==> src/rtl/mbr_pkg.sv <==
// mbr_pkg: shared types and default control-bit indices for the memory buffer register.
// Contents:
//   state_t    - transaction FSM states
//   LD_ACC_BIT - default control bit that loads the accumulator value
//   LD_MEM_BIT - default control bit that starts a memory read
//   ST_MEM_BIT - default control bit that starts a memory write
package mbr_pkg;
    typedef enum logic [1:0] {IDLE, RD_WAIT, WR_WAIT} state_t;
    localparam int LD_ACC_BIT = 10;
    localparam int LD_MEM_BIT = 5;
    localparam int ST_MEM_BIT = 9;
endpackage

==> src/rtl/mbr_timeout_cnt.sv <==
// mbr_timeout_cnt: wait-cycle counter that flags the last permitted cycle of a transaction.
// Ports:
//   clk, rst_n - clock, asynchronous active-low reset
//   clr        - return the count to zero
//   en         - count this cycle (a wait cycle without acknowledge)
//   expire     - this enabled cycle is the TIMEOUT-th wait cycle
module mbr_timeout_cnt #(
    parameter int TIMEOUT = 15
) (
    input  logic clk,
    input  logic rst_n,
    input  logic clr,
    input  logic en,
    output logic expire
);
    // TIMEOUT=1 would give a zero-width counter, so keep at least one bit
    localparam int CW = (TIMEOUT > 1) ? $clog2(TIMEOUT) : 1;
    localparam logic [CW-1:0] LAST = CW'(TIMEOUT - 1);
    logic [CW-1:0] cnt;
    assign expire = en && (cnt == LAST);
    // holding at LAST means the count can never wrap inside a transaction
    always_ff @(posedge clk or negedge rst_n) begin
        if (!rst_n)
            cnt <= '0;
        else if (clr)
            cnt <= '0;
        else if (en && cnt != LAST)
            cnt <= cnt + 1'b1;
    end
endmodule

==> src/rtl/mbr_unit.sv <==
// mbr_unit: memory buffer register with accumulator load and timed memory read/write.
// Ports:
//   clk, rst_n      - clock, asynchronous active-low reset
//   control_signals - decoded control word; bits selected by LD_ACC_BIT/LD_MEM_BIT/ST_MEM_BIT
//   acc2mbr         - accumulator data for a direct load
//   mem_rdata       - memory read data, valid with mem_ack
//   mem_ack         - memory completion strobe
//   err_clr         - clears the sticky timeout flag
//   mem_req, mem_we - registered memory request and direction (1 = write)
//   mem_wdata       - write data, always the register contents
//   mbr_data        - register contents
//   busy            - a memory transaction is outstanding
//   timeout_err     - sticky flag set when a transaction is aborted for lack of ack
module mbr_unit
    import mbr_pkg::*;
#(
    parameter int DATA_W     = 16,
    parameter int CTRL_W     = 16,
    parameter int LD_ACC_BIT = mbr_pkg::LD_ACC_BIT,
    parameter int LD_MEM_BIT = mbr_pkg::LD_MEM_BIT,
    parameter int ST_MEM_BIT = mbr_pkg::ST_MEM_BIT,
    parameter int TIMEOUT    = 15
) (
    input  logic              clk,
    input  logic              rst_n,
    input  logic [CTRL_W-1:0] control_signals,
    input  logic [DATA_W-1:0] acc2mbr,
    input  logic [DATA_W-1:0] mem_rdata,
    input  logic              mem_ack,
    input  logic              err_clr,
    output logic              mem_req,
    output logic              mem_we,
    output logic [DATA_W-1:0] mem_wdata,
    output logic [DATA_W-1:0] mbr_data,
    output logic              busy,
    output logic              timeout_err
);
    state_t            state, state_d;
    logic [DATA_W-1:0] data_d;
    logic              we_d, err_d, expire;
    logic              unused_ctrl;

    assign unused_ctrl = ^control_signals;
    assign busy        = state != IDLE;
    assign mem_wdata   = mbr_data;

    mbr_timeout_cnt #(.TIMEOUT(TIMEOUT)) u_cnt (
        .clk    (clk),
        .rst_n  (rst_n),
        .clr    (!busy),
        .en     (busy && !mem_ack),
        .expire (expire)
    );

    always_ff @(posedge clk or negedge rst_n) begin
        if (!rst_n) begin
            state       <= IDLE;
            mbr_data    <= '0;
            mem_req     <= 1'b0;
            mem_we      <= 1'b0;
            timeout_err <= 1'b0;
        end else begin
            state       <= state_d;
            mbr_data    <= data_d;
            mem_req     <= state_d != IDLE;
            mem_we      <= we_d;
            timeout_err <= err_d;
        end
    end

    // a timeout overrides err_clr; an ack overrides a timeout
    always_comb begin
        state_d = state;
        data_d  = mbr_data;
        we_d    = mem_we;
        err_d   = timeout_err && !err_clr;
        case (state)
            IDLE: begin
                if (control_signals[LD_ACC_BIT]) begin
                    data_d = acc2mbr;
                end else if (control_signals[LD_MEM_BIT]) begin
                    state_d = RD_WAIT;
                    we_d    = 1'b0;
                end else if (control_signals[ST_MEM_BIT]) begin
                    state_d = WR_WAIT;
                    we_d    = 1'b1;
                end
            end
            RD_WAIT, WR_WAIT: begin
                if (mem_ack) begin
                    state_d = IDLE;
                    data_d  = (state == RD_WAIT) ? mem_rdata : mbr_data;
                end else if (expire) begin
                    state_d = IDLE;
                    err_d   = 1'b1;
                end
            end
            default: state_d = IDLE;
        endcase
    end
endmodule

==> config.mk <==
export PLATFORM = sky130hd
export DESIGN_NAME = mbr_unit
export DESIGN_NICKNAME = d
export VERILOG_FILES = /design/src/rtl/mbr_pkg.sv /design/src/rtl/mbr_timeout_cnt.sv /design/src/rtl/mbr_unit.sv
export SDC_FILE = /design/constraint.sdc
export NUM_CORES = 1
export LEC_CHECK = 0
export ABC_AREA = 1
export CAP_MARGIN = 20
export CORE_UTILIZATION = 40
export CTS_CLUSTER_DIAMETER = 80
export DETAILED_ROUTE_END_ITERATION = 7
export HOLD_SLACK_MARGIN = 0.06
export PLACE_DENSITY_LB_ADDON = 0.15
export SLEW_MARGIN = 0
export SYNTH_ARGS = -nofsm -noshare
export SYNTH_HDL_FRONTEND = slang
export SYNTH_HIERARCHICAL = 1
export SYNTH_SLANG_ARGS = --single-unit
==> constraint.sdc <==
create_clock -name clk -period 2.6 [get_ports clk]
set_input_delay 0.65 -clock clk [delete_from_list [all_inputs] [get_ports clk]]
set_output_delay 0.65 -clock clk [all_outputs]
set_load 0.02 [all_outputs]
# Word-level counts from Yosys, hierarchy flattened
# Cells that the tools add are included.
totals:
  regBits: 25
  in_bits: 52
  out_inout_bits: 36
classes:
  n_addsub: 1
  n_eq_ne: 8
  muxes: 17
  bitwise: 1
  reduce_logical: 14
ops:
  columns: ["operator", "count"]
  rows:
  - ["16-bit two-way mux", 3]
  - ["16-bit one-hot mux with 2 select lines", 1]
  - ["2-bit two-way mux", 5]
  - ["4-bit two-way mux", 2]
  - ["2-bit nonzero test", 4]
  - ["2-bit != test, second input constant", 3]
  - ["1-bit two-way mux", 5]
  - ["4-bit by 1-bit adder with 4-bit output, second input constant", 1]
  - ["4-bit == test, second input constant", 1]
  - ["1-bit logical AND", 4]
  - ["4-bit != test, second input constant", 1]
  - ["2-bit one-hot mux with 2 select lines", 1]
  - ["4-bit AND reduction", 1]
  - ["3-bit AND reduction", 1]
  - ["2-bit by 1-bit == test with 1-bit output, second input constant", 1]
  - ["2-bit == test, second input constant", 1]
  - ["1-bit logical NOT", 2]
  - ["2-bit logical NOT", 1]
  - ["2-bit by 1-bit != test with 1-bit output, second input constant", 1]
  - ["2-bit OR reduction", 1]
  - ["1-bit inverter", 1]

# Logic depth before layout (Yosys ltp)
# Gate-level depths: netlist of the first run.
logic_depth:
  depth_word: 7
  depth_mapped: 10
  ltp_nobuf: 10

# By module
# Netlist of the first run, hierarchy kept.
modules_own_cells:
  columns: ["mod", "n_inst", "cells_each", "area_each_um2", "seq_area_each_um2"]
  rows:
  - ["mbr_unit", 1, 146, 1236.2, 525.5]
  - ["mbr_timeout_cnt", 1, 33, 252.7, 100.1]

# Worst setup path before layout of the first run
# No wires, ideal clock.
synth_timing:
  path_kind: "register to output"
  from: "register state[0]"
  to: "output port busy"
  arrival_ns: 0.880
  required_time_ns: 1.950
  path_slack_ns: 1.070
  stages_incl_launch_ff: 4
  n_path_buf: 0
  path_cell_list: "dfrtp_1 -> inv_1 -> ha_1 -> inv_1"
synth_via:
  elab_chain_len: 1
synth_rtl:
  columns: ["element", "line_no", "text"]
  rows:
  - ["start, declared", "mbr_unit.sv:38", "state_t state, state_d;"]
  - ["start signal, assigned", "mbr_unit.sv:63", "state <= state_d;"]
  - ["2-bit nonzero test", "mbr_unit.sv:44", "assign busy = state != IDLE;"]
  - ["end, declared", "mbr_unit.sv:35", "output logic busy,"]
# Every way passes these cells.

# Final worst setup path of the first run
# Ends and elaborated chain as after synthesis.

==> impl_metrics.tcl, run 1 <==
set metrics [dict create \
    coreArea_um2 3440 \
    seqCellArea_um2 626 \
    max_freq_mhz 413 \
    ant_nets 0 \
    fin_crit_sh_pct 93.1 \
    drt_iter0_markers 39 \
    crit_required_ns 1.95 \
    worstHoldPathCells 2 \
    post_cts_buffers 0 \
    wl_um 3210 \
    grt_use_met1_pct 22.0 \
    grt_first_pass_wirelength_um 5340 \
    synth.distinct_cells 21 \
    holdCritPathClass "flip-flop to flip-flop" \
    skew_ns 0.000698 \
    cts-buffers-inserted 3 \
    root_buffer "clkbuf_8" \
    rows 21 \
    path_depth 4 \
    path_cells "inv_1, ha_1, inv_1, clkdlybuf4s50_1" \
    fin_cells 283 \
    grt_overflow 0 \
    peakVddDrop_mv 0.561 \
    worstReg2RegStart "state[0]$_DFF_PN0_" \
    yosysSeqAreaShare_pct 42.0 \
    path_clk_slew_ns 0.08 \
    hold_violations 0 \
    syn_inst 179 \
    die_h_um 63.0 \
    p_per_area_nw_per_um2 1240 \
    tns_ns 0 \
    rsz0062_at_grt "false" \
    grt_pass1_vias 1180 \
    ys_warn_count 6 \
    postSynthAreaPerCell_um2 8.32 \
    viasPerCell 4.60 \
    timing.rr.end "mbr_data[14]$_DFFE_PN0P_" \
    criticalPathCategory "flip-flop to output pin" \
    die-area_um2 3970 \
    cp-end-kind "output pin" \
    dp.final_hpwl_um 2420 \
    initial_core_util_pct 43.3 \
    dr.pass1.iters 4 \
    syn_area_um2 1490 \
    cp_slowest_cell "clkdlybuf4s50_1" \
    boundaryPins 88 \
    cts_hold_buf 0 \
    multi_input_area_um2 606 \
    track_usage_pct 16.9 \
    crit_family "buffers and inverters" \
    nNetsFinal 295 \
    synth.net_count 236 \
    r2r_cells 6 \
    critical_path.max_stage_delay_ns 0.62 \
    antennaDiodeCount 0 \
    busiest_layer "met2" \
    relSlewSlack_pct 57.3 \
    antenna_found_initial 0 \
    drive_gt1_share_pct 11.0 \
    syn2layout_area_growth_pct 45.5 \
    place_inst 279 \
    final_cell_mix "clkdlybuf4s50_1 (74), nand2_1 (34), dfrtp_1 (25), inv_1 (18), o21ai_0 (17)" \
    cts_resized 0 \
    htreeDepth 1 \
    cp-start-kind "flip-flop" \
    crit_buf_inv 3 \
    nFillCells 293 \
    path_max_fanout 8 \
    final_common_cell "clkdlybuf4s50_1" \
    die_w_um 63.0 \
    cts_tree "built" \
    clkSinkCount 25 \
    leakage_nw 0.974 \
    finalWeightedCongestion 0.773 \
    reg2reg_slack_ns 0.74 \
    path_common_cell "inv_1" \
    worstPathArrival_ns 1.77 \
    grt_util_met2_pct 28.9 \
    status "finished clean" \
    drv_slew 0 \
    drc 0 \
    drv_cap 0 \
    setup-violations-final 0 \
    clock_path_buffers 2 \
    grt_start_max_net_pins 33 \
    ys_seq_elements 25 \
    wl_per_cell_um 11.3 \
    min-delay-start "mem_we$_DFFE_PN0P_" \
    tightest_slew_ns 0.640 \
    min_to "mem_we$_DFFE_PN0P_" \
    min_period_ns 2.42 \
    post-route-util_pct 63.0 \
    use_met3_pct 2.55 \
    port_buffers 74 \
    vias 1301 \
    clkLatencyLatePin_ns 0.26 \
]
==> synth_stat cells (all sizes together) <==
cell | n | area (um^2)
nand2 | 37 | 146
o21ai | 35 | 190
dfrtp | 25 | 626
buf | 22 | 181
inv | 19 | 71.3
or2 | 17 | 106
nand3 | 7 | 45.0
ha | 5 | 62.6
nor2 | 5 | 18.8
nand4 | 4 | 25.0
a21oi | 1 | 5.00
clkinv | 1 | 5.00
o22ai | 1 | 6.26
==> worst max-delay path by stage <==
stage | start | end
final | state[0]$_DFF_PN0_ | busy
after global routing | state[0]$_DFF_PN0_ | busy
after CTS | state[0]$_DFF_PN0_ | busy
after detailed placement | mem_ack | mbr_data[14]$_DFFE_PN0P_
after global placement | mem_ack | mbr_data[2]$_DFFE_PN0P_
after floorplan | state[0]$_DFF_PN0_ | busy
==> worst min-delay path: cells and delay by family (launching register included) <==
family | cells | cell delay, ns
buffers and inverters | 1 | 0.05
DFF | 1 | 0.35
AOI/OAI and AO/OA | 1 | 0.08
==> routing by layer <==
layer  share of wire (%)  vias up  wire, um
met5                   0        -         0
met4                 1.1        0        34
met3                 4.7        4       150
met2                  49       45      1560
met1                  46      584      1460
li1                    -      668         -
==> kinds of logic after synthesis <==
kind of cell	count (synthesis)	synth area share (%)
AO/OA/AOI/OAI	37	13.5
adder cells (fa/ha/maj)	5	4.20
buffers and inverters	42	17.3
flip-flops	25	42.0
AND/OR/NAND/NOR	70	22.9
==> flip-flops by register name, summed over array words and instances, names as in the netlist <==
name	count
mbr_data	16
mem_req	1
mem_we	1
state	2
timeout_err	1
u_cnt/cnt	4
==> report_power, final <==
group / total (mW) / internal [mW] / switching [mW]
clock network: 0.217 / 0.107 / 0.110
logic: 1.77 / 0.793 / 0.978
registers: 0.705 / 0.569 / 0.136
total: 2.69 / 1.47 / 1.22
==> per-stage QoR <==
step           hold slack, ns  power (mW)  cell area, um^2  setup WS (ns)
2_1_floorplan           0.354        2.00             1490           1.07
3_3_place_gp            0.491        2.48             2120          0.328
3_5_place_dp            0.492        2.50             2120          0.339
4_1_cts                 0.517        2.73             2170          0.165
5_1_grt                 0.543        2.93             2170         0.0826
6_report                0.507        2.69             2170          0.179
==> layout make-up <==
| cell class | instances | area share [%] |
|---|---|---|
| Tap cell | 46 | 2.66 |
| Timing Repair Buffer | 76 | 34.9 |
| Multi-Input combinational cell | 112 | 27.9 |
| Clock buffer | 3 | 1.91 |
| Sequential cell | 25 | 28.9 |
| Clock inverter | 1 | 0.231 |
| Inverter | 20 | 3.52 |
Power figures use the tool's default switching activity.
==> inputs of run 2 (changes only) <==
--- a/config.mk
+++ b/config.mk
@@ -7,7 +7,10 @@
 export LEC_CHECK = 0
 export ABC_AREA = 1
 export CAP_MARGIN = 20
-export CORE_UTILIZATION = 40
+export CELL_PAD_IN_SITES_DETAIL_PLACEMENT = 1
+export CELL_PAD_IN_SITES_GLOBAL_PLACEMENT = 2
+export CORE_ASPECT_RATIO = 0.9
+export CORE_UTILIZATION = 21
 export CTS_CLUSTER_DIAMETER = 80
 export DETAILED_ROUTE_END_ITERATION = 7
 export HOLD_SLACK_MARGIN = 0.06
==> impl_metrics.tcl, run 2 (same netlist as run 1, synthesis figures left out) <==
set metrics [dict create \
    cts_tree "built" \
    cts_resized 0 \
    boundaryPins 88 \
    crit_required_ns 1.95 \
    largestRegisters "mbr_data (16), u_cnt/cnt (4), state (2)" \
    coreArea_um2 6730 \
    die_w_um 90.8 \
    grt_pass1_vias 1240 \
    grt_first_pass_wirelength_um 6160 \
    criticalPathCategory "flip-flop to output pin" \
    grt_overflow 0 \
    tightest_slew_ns 0.353 \
    place_inst 324 \
    skew_ns 0.00617 \
    cts-buffers-inserted 3 \
    wl_per_cell_um 11.9 \
    post_cts_buffers 0 \
    hold_violations 0 \
    fin_cells 328 \
    nNetsFinal 296 \
    cts_hold_buf 0 \
    worstPathArrival_ns 1.73 \
    grt_start_max_net_pins 33 \
    drv_slew 0 \
    finalWeightedCongestion 0.676 \
    track_usage_pct 10.7 \
    drv_cap 0 \
    root_buffer "clkbuf_8" \
    dp.final_hpwl_um 2950 \
    die_h_um 81.9 \
    syn2layout_area_growth_pct 49.7 \
    antenna_found_initial 0 \
    drive_gt1_share_pct 10.9 \
    clkLatencyLatePin_ns 0.27 \
    rsz0062_at_grt "false" \
    dr.pass1.iters 2 \
    nFillCells 808 \
    multi_input_area_um2 606 \
    leakage_nw 0.976 \
    viasPerCell 4.01 \
    cp-start-kind "flip-flop" \
    final_cell_mix "clkdlybuf4s50_1 (74), nand2_1 (34), dfrtp_1 (25), inv_1 (18), o21ai_0 (17)" \
    tns_ns 0 \
    largest-register "mbr_data" \
    port_buffers 74 \
    initial_core_util_pct 22.1 \
    ant_nets 0 \
    min_period_ns 2.38 \
    drt_iter0_markers 30 \
    cp-end-kind "output pin" \
    die-area_um2 7430 \
    clock_path_buffers 2 \
    fin_crit_sh_pct 91.5 \
    path_max_fanout 8 \
    antennaDiodeCount 0 \
    path_clk_slew_ns 0.08 \
    post-route-util_pct 33.1 \
    p_per_area_nw_per_um2 1230 \
    clkSinkCount 25 \
    final_common_cell "clkdlybuf4s50_1" \
    drc 0 \
    vias 1316 \
    finalHoldWorstSlack_ns 0.513 \
    relSlewSlack_pct 76.5 \
    seqCellArea_um2 626 \
    htreeDepth 1 \
    largest_reg_flops 16 \
    peakVddDrop_mv 0.394 \
    wl_um 3900 \
    status "finished clean" \
    setup-violations-final 0 \
    rows 28 \
    holdCritPathClass "flip-flop to flip-flop" \
    max_freq_mhz 420 \
]
## run 2: changes by cell type in the layout (fill, tap and decap cells not counted)
cell      delta
clkbuf_1     +1
clkinv_2     -1
buf_4        +1
## run 2: worst paths after layout
kind / from / endpoint / slack [ns] / cells after the start
setup / recovery: state[0]$_DFF_PN0_ / busy / 0.22 / 4
setup reg to reg: state[0]$_DFF_PN0_ / mem_req$_DFF_PN0_ / 0.95 / 10
max in group asynchronous: rst_n / mbr_data[2]$_DFFE_PN0P_ / 1.59 / 2
hold reg to reg: mem_we$_DFFE_PN0P_ / mem_we$_DFFE_PN0P_ / 0.51 / 2
hold / removal: mem_we$_DFFE_PN0P_ / mem_we$_DFFE_PN0P_ / 0.51 / 2
min in group asynchronous: rst_n / mem_req$_DFF_PN0_ / 0.76 / 2
## run 2: critical path, stage by stage, from the launching register on
cell and delay [ns]:
dfrtp_1 0.40, inv_1 0.08, ha_1 0.31, inv_1 0.08, clkdlybuf4s50_1 0.59
## run 2: final cells by class
cell class / count / area share [%]
clock buffer: 4 / 2.02
inverter: 20 / 3.43
multi-input combinational: 112 / 27.2
sequential: 25 / 28.1
tap: 90 / 5.05
timing repair buffer: 77 / 34.3
## run 2: power by group
group | internal, mW | switching (mW)
clock | 0.110 | 0.125
combinational | 0.807 | 0.995
sequential | 0.569 | 0.137
## run 2: routing by layer
metal,vias up,part of all wire (%),GRT usage [%],routed length (um)
met3,2,5.4,2.87,212
met4,0,0.54,2.90,21
met2,39,45,16.3,1740
met1,601,49,14.8,1930
li1,674,-,-,-
met5,-,0,0,0
## run 2: per-stage QoR
| stage | cell area [um^2] | power [mW] | setup WS [ns] |
|---|---|---|---|
| after floorplan | 1490 | 2.00 | 1.07 |
| after global placement | 2180 | 2.55 | 0.477 |
| after detailed placement | 2180 | 2.55 | 0.492 |
| after CTS | 2230 | 2.80 | 0.188 |
| after global routing | 2230 | 2.98 | 0.0821 |
| final | 2230 | 2.74 | 0.222 |
